$ cat src/rtl/vga_timing_gen.sv
// VGA raster timing generator: pixel-clock-enable divider, frame counters,
// sync/DE decode and a one-pixel registered, blanked colour output stage.
module vga_timing_gen #(
    parameter int unsigned H_VIS   = 640,
    parameter int unsigned H_FP    = 16,
    parameter int unsigned H_SYNC  = 96,
    parameter int unsigned H_BP    = 48,
    parameter int unsigned V_VIS   = 400,
    parameter int unsigned V_FP    = 12,
    parameter int unsigned V_SYNC  = 2,
    parameter int unsigned V_BP    = 35,
    parameter int unsigned H_POL   = 0,
    parameter int unsigned V_POL   = 1,
    parameter int unsigned PIX_DIV = 2,
    parameter int unsigned CW      = 1
) (
    input  logic          clock,
    input  logic          reset_n,
    input  logic [CW-1:0] in_r,
    input  logic [CW-1:0] in_g,
    input  logic [CW-1:0] in_b,
    output logic [10:0]   x,
    output logic [10:0]   y,
    output logic          req,
    output logic          pix_ce,
    output logic          line_start,
    output logic          frame_start,
    output logic [CW-1:0] r,
    output logic [CW-1:0] g,
    output logic [CW-1:0] b,
    output logic          hs,
    output logic          vs,
    output logic          de
);

    localparam int unsigned H_TOT = H_VIS + H_FP + H_SYNC + H_BP;
    localparam int unsigned V_TOT = V_VIS + V_FP + V_SYNC + V_BP;
    localparam int unsigned DW    = (PIX_DIV > 1) ? $clog2(PIX_DIV) : 1;

    localparam logic [DW-1:0] DIV_LAST = DW'(PIX_DIV - 1);
    localparam logic [10:0]   H_LAST   = 11'(H_TOT - 1);
    localparam logic [10:0]   V_LAST   = 11'(V_TOT - 1);
    // 12-bit bounds so a sync interval ending exactly at 2048 still decodes
    localparam logic [11:0]   HS_BEG   = 12'(H_VIS + H_FP);
    localparam logic [11:0]   HS_END   = 12'(H_VIS + H_FP + H_SYNC);
    localparam logic [11:0]   VS_BEG   = 12'(V_VIS + V_FP);
    localparam logic [11:0]   VS_END   = 12'(V_VIS + V_FP + V_SYNC);
    localparam logic [11:0]   H_VIS_W  = 12'(H_VIS);
    localparam logic [11:0]   V_VIS_W  = 12'(V_VIS);
    localparam logic          HS_ON    = (H_POL != 0);
    localparam logic          VS_ON    = (V_POL != 0);

    logic [DW-1:0] r_div;
    logic [10:0]   r_hc;
    logic [10:0]   r_vc;
    logic          r_hs;
    logic          r_vs;
    logic          r_de;
    logic [CW-1:0] r_red;
    logic [CW-1:0] r_grn;
    logic [CW-1:0] r_blu;

    logic w_ce;
    logic w_req;
    logic w_hs_act;
    logic w_vs_act;

    // Gated by reset_n so PIX_DIV=1 does not strobe while held in reset
    assign w_ce     = reset_n && (r_div == DIV_LAST);
    assign w_req    = ({1'b0, r_hc} < H_VIS_W) && ({1'b0, r_vc} < V_VIS_W);
    assign w_hs_act = ({1'b0, r_hc} >= HS_BEG) && ({1'b0, r_hc} < HS_END);
    assign w_vs_act = ({1'b0, r_vc} >= VS_BEG) && ({1'b0, r_vc} < VS_END);

    always_ff @(posedge clock or negedge reset_n) begin
        if (!reset_n) begin
            r_div <= '0;
        end else if (r_div == DIV_LAST) begin
            r_div <= '0;
        end else begin
            r_div <= r_div + DW'(1);
        end
    end

    always_ff @(posedge clock or negedge reset_n) begin
        if (!reset_n) begin
            r_hc <= '0;
            r_vc <= '0;
        end else if (w_ce) begin
            if (r_hc == H_LAST) begin
                r_hc <= '0;
                if (r_vc == V_LAST) begin
                    r_vc <= '0;
                end else begin
                    r_vc <= r_vc + 11'd1;
                end
            end else begin
                r_hc <= r_hc + 11'd1;
            end
        end
    end

    always_ff @(posedge clock or negedge reset_n) begin
        if (!reset_n) begin
            r_hs  <= ~HS_ON;
            r_vs  <= ~VS_ON;
            r_de  <= 1'b0;
            r_red <= '0;
            r_grn <= '0;
            r_blu <= '0;
        end else if (w_ce) begin
            r_hs  <= w_hs_act ? HS_ON : ~HS_ON;
            r_vs  <= w_vs_act ? VS_ON : ~VS_ON;
            r_de  <= w_req;
            r_red <= w_req ? in_r : '0;
            r_grn <= w_req ? in_g : '0;
            r_blu <= w_req ? in_b : '0;
        end
    end

    assign x           = r_hc;
    assign y           = r_vc;
    assign req         = w_req;
    assign pix_ce      = w_ce;
    assign line_start  = w_ce && (r_hc == 11'd0);
    assign frame_start = w_ce && (r_hc == 11'd0) && (r_vc == 11'd0);
    assign hs          = r_hs;
    assign vs          = r_vs;
    assign de          = r_de;
    assign r           = r_red;
    assign g           = r_grn;
    assign b           = r_blu;

endmodule

$ cat config.mk
export PLATFORM = sky130hd
export DESIGN_NAME = vga_timing_gen
export DESIGN_NICKNAME = d
export VERILOG_FILES = /design/src/rtl/vga_timing_gen.sv
export SDC_FILE = /design/constraint.sdc
export NUM_CORES = 1
export LEC_CHECK = 0
export CORE_UTILIZATION = 40
export DETAILED_ROUTE_END_ITERATION = 16
export HOLD_SLACK_MARGIN = 0.08
export PLACE_DENSITY = 0.67
export SYNTH_ARGS = -nofsm -noshare
export SYNTH_HDL_FRONTEND = slang
export SYNTH_SLANG_ARGS = --single-unit
$ cat constraint.sdc
create_clock -name clock -period 4.2 [get_ports clock]
set_input_delay 1.05 -clock clock [delete_from_list [all_inputs] [get_ports clock]]
set_output_delay 1.05 -clock clock [all_outputs]
set_load 0.005 [all_outputs]
# [Word-level counts from Yosys, hierarchy flattened]
# Index checks and enable logic that the tools add are counted.
# Widths: inputs -> output; s select.
[op_classes] addsub=3 mul=0 div_mod_pow=0 magnitude_cmp=6 n_eq_ne=2 shifts=0 mux=8 bitwise=0 n_reduce_logical=9
[ops] operator="$add 11x1->11 const B" n=2
[ops] operator="$logic_not 11->1" n=2
[ops] operator="$lt 11x10->1 const B" n=2
[ops] operator="$lt 11x9->1 const B" n=2
[ops] operator="$mux 11" n=2
[ops] operator="$eq 11x10->1 const B" n=1
[ops] operator="$eq 11x9->1 const B" n=1
[ops] operator="$ge 11x10->1 const B" n=1
[ops] operator="$ge 11x9->1 const B" n=1
[ops] operator="$logic_and 1x1->1" n=6
[ops] operator="$mux 1" n=6
[ops] operator="$reduce_and 2->1" n=1
[ops] operator="$add 1x1->1 const B" n=1
[word_totals] regBits=29 latch_bits=0 ramBits=0 rom_bits=0 inputBits=5 elab_cells=37 n_memories=0

# [Depth between registers and ports, before layout]
[logic_depth] depth_word=3 ltp_mapped=7 depth_no_buf=6

# [Least setup slack after synthesis]
# No wires, ideal clock.
[synth_path] path_type="in2out" startpoint="input port reset_n" endpoint="output port frame_start" arrival_ps=1577 slack_ps=1573 stages=4 n_path_buf=0 cell_sequence="nand2_1 > inv_1 > and4_1 > and2_1"
[synth_via] elab_chain_len=3
[synth_lines] item="start, declared" line="18" source="input logic reset_n,"
[synth_lines] item="$logic_and 1x1->1" line="69" source="assign w_ce = reset_n && (r_div == DIV_LAST);"
[synth_lines] item="$logic_and 1x1->1"
[synth_lines] item="via line_start" line="26" source="output logic line_start,"
[synth_lines] item="$logic_and 1x1->1" line="125" source="assign frame_start = w_ce && (r_hc == 11'd0) && (r_vc == 11'd0);"
[synth_lines] item="end, declared" line="27" source="output logic frame_start,"
# The timed path passes the listed nets, and every way through them passes these cells.

# [Final worst setup path]
[layout_path] startpoint="input port reset_n" endpoint="output port frame_start"
[layout_via] elab_chain_len=3
[layout_lines] item="$logic_and 1x1->1" line="69"
[layout_lines] item="$logic_and 1x1->1 (2 in a row)" line="125"
# Every way passes these cells.

==> metrics.txt <==
status=complete, no violations; worst skew pair latency=around 0.28 ns; FP Rows=22; Post-synth top cells=28 x dfrtp_1, 22 x nand2_1, 17 x nand3_1, 10 x o21ai_0, 8 x nand4_1; vias in the first global route=~1300; Initial DRC Count=approximately 140; CP delay by family, top=buffers and inverters; register area=a little over 700 µm²; combinational power share=0.184; largest net degree at the start of global routing=31; cts-stage hold buffer count=0; CP max FO=2; crit path cell chain=clkdlybuf4s50_1 -> nand2_1 -> inv_1 -> and4_1 -> and2_1 -> clkdlybuf4s50_1; Final Max Tran Viols=0; Reg power frac=0.438; mux contribution to synthesized area=0.006568; I/O pin cnt=37; Area Growth Syn to Fin=34.40%; Nets=207; Yosys top cell area share=0.4598; total CTS buffers=5; number of synthesis warnings=0; Sw Share=0.2544; dominant cell type by area after synthesis=dfrtp_1; Mapped Cells=roughly 160; wire length of the first global-routing pass=between 6000 and 7000 µm; postcts setup bufs=0; Seq/Total Area, Yosys=0.4770; relative slew slack=0.7566; Max VDD drop=around 0.0003 V; via count=approximately 1400; hold_ws=slightly below 0.5 ns; clk buf depth=2; Cell variety after synth=34; GP Congestion=0.9096; grt total ovfl=0; RSZ-0062 raised after global routing=no; filler cell count=320; Core Area=around 3700 µm²; initial antenna violation count=0; proportion of layout cells with a drive suffix above 1=0.08543; setup_tns=0 ns; drt pass-1 iters=4; most instantiated library cell after synthesis=dfrtp_1; hpwl dp=around 2600 µm; area taken by multi-input logic gates=around 740 µm²; minimum clock period=approximately 3.6 ns; WP data required=3.15 ns; worst-margin pin slew=between 0.3 and 0.4 ns; post-synthesis sequential element count=29; Synth Area in Compound Gates=0.06404; DIE WIDTH=~64 µm; asr flop ratio synth=1.000; cell area after synthesis=between 1500 and 2000 µm²; Die Height=63.73 µm; Clock transition at path regs=~0.060 ns; number of enable flip-flop cells after synthesis=0; clock skew=around 0.0027 ns; max frequency=between 0.2 and 0.3 GHz; total track usage=0.2041; Post-Synth Simple-Gate Area=0.3046; Routed WL=around 3700 µm; largest family of logic cells by synthesized area=simple AND/OR/NAND/NOR gates; final antenna-violating net count=0; PwrDens=381.7 nW/µm²; full die area=4061 µm²; crit end category=output pin; dominant cells by area after synthesis=dfrtp_1 46%, nand3_1 5.6%, nand2_1 5.4%; CTS tree=done; port bufs=36; root buffer cell=clkbuf_8; CP peak stage delay=between 0.5 and 0.6 ns; crit-path most repeated cell=clkdlybuf4s50_1; WP buf/inv=3; clock share of power=0.378; Avg Cell Area, Syn=roughly 9.6 µm²; H-tree levels=2; post-synth net total=roughly 170; Crit Path Class=in -> out; post-cts resize count=0; Diodes inserted=0; period utilization=0.8546; P_int=about 0.58 mW; Critical-path top delay cell=clkdlybuf4s50_1; Setup violations, final=0; number of remaining DRC errors=0; Routed WL per cell=14.86 µm; static leakage=~0.9 nW; Vias/cell=~5.5; Post-synth top flop=dfrtp_1; initial core utilization=0.4163; Synth Area in Adders=0.03284; MaxCap Viol Count=0; type of origin of the critical path=primary input; worst path arrival time=roughly 2.5 ns; Synth Area in XOR/XNOR=0.07471; Final Hold Fails=0; P_sw=a little under 0.2 mW; clock sink count=29; hold crit path type=reg -> reg
## per-layer routing
layer / vias up / track usage / share of wire
met5: - / 0 / 0
met4: 0 / 0.07955 / 0.013
met3: 6 / 0.06884 / 0.050
met2: 44 / 0.3152 / 0.49
met1: 653 / 0.2608 / 0.45
li1: 649 / - / -
## worst paths after layout
kind / startpoint / end / slack (ns) / cells after the start
max in group asynchronous: reset_n / hs / 2.63 / 2
min in group asynchronous: reset_n / x[4] / 1.25 / 2
worst max register to register: x[0] / y[8] / 2.41 / 5
worst min-delay path: de / de / 0.48 / 2
worst max-delay path: reset_n / frame_start / 0.61 / 6
worst min register to register: de / de / 0.48 / 2
## worst min-delay path, stage by stage (launching register included)
cell	delay, ns
dfrtp_1	0.34
nand2_1	0.05
nand2_1	0.06
## flip-flops by register name, indices dropped and copies added, names as in the netlist
name / count
x: 11
y: 11
b: 1
de: 1
g: 1
hs: 1
r: 1
r_div: 1
vs: 1
## final cells by class
class	instances	area share
flip-flops and latches	29	0.3549
inverters	7	0.01283
repair buffers	39	0.1869
well taps	48	0.02932
clock buffers	7	0.04215
multi-input cells	116	0.3592
clock inverters	1	0.01466
## metrics by stage
step | worst slack, ns | instance area [µm²] | util | instances | power, mW
floorplan | 1.573 | 1524 | - | 159 | 0.4112
global placement | 0.6332 | 1932 | 0.5277 | 239 | 0.4849
detailed placement | 0.6088 | 1932 | 0.5277 | 239 | 0.4900
CTS | 0.5927 | 2048 | 0.5595 | 247 | 0.7903
global route | 0.5390 | 2048 | 0.5595 | 247 | 0.8203
finish | 0.6108 | 2048 | 0.5595 | 247 | 0.7817
## cell usage in the layout (no fill, tap or decap)
cell type	count
clkdlybuf4s50_1	36
dfrtp_1	28
nand2_1	22
nand3_1	17
o21ai_0	10
nand4_1	8
inv_1	7
xor2_1	7
nor2_1	6
xnor2_1	6
clkbuf_8	6
nor3_1	5
nor4_1	4
and3_1	4
ha_1	4
and2_1	3
buf_4	3
and4_1	2
and4_2	2
a21oi_1	2
a31oi_1	2
o311ai_0	1
and4b_1	1
nor4b_1	1
nor2b_1	1
and3_2	1
and4bb_4	1
nor3b_4	1
nand3_4	1
or4_1	1
a2111oi_0	1
mux2i_1	1
o31ai_1	1
bufinv_16	1
clkbuf_1	1
dfstp_2	1
## power groups by stage
stage | Clock (mW) | Combinational (mW) | Sequential (mW)
final | 0.296 | 0.144 | 0.342
after global routing | 0.318 | 0.156 | 0.346
after CTS | 0.303 | 0.145 | 0.342
after detailed placement | 0 | 0.144 | 0.346
after global placement | 0 | 0.141 | 0.344
after floorplan | 0 | 0.0764 | 0.335
## kinds of logic (layout without fill, tap and decap cells)
group           count (synthesis)  count (layout)
mux                             1               1
buf+inv                        14              54
simple gates                   81              81
flops                          29              29
xor+xnor                       13              13
fa+ha+maj                       4               4
compound gates                 17              17
Power figures use the tool's default switching activity.
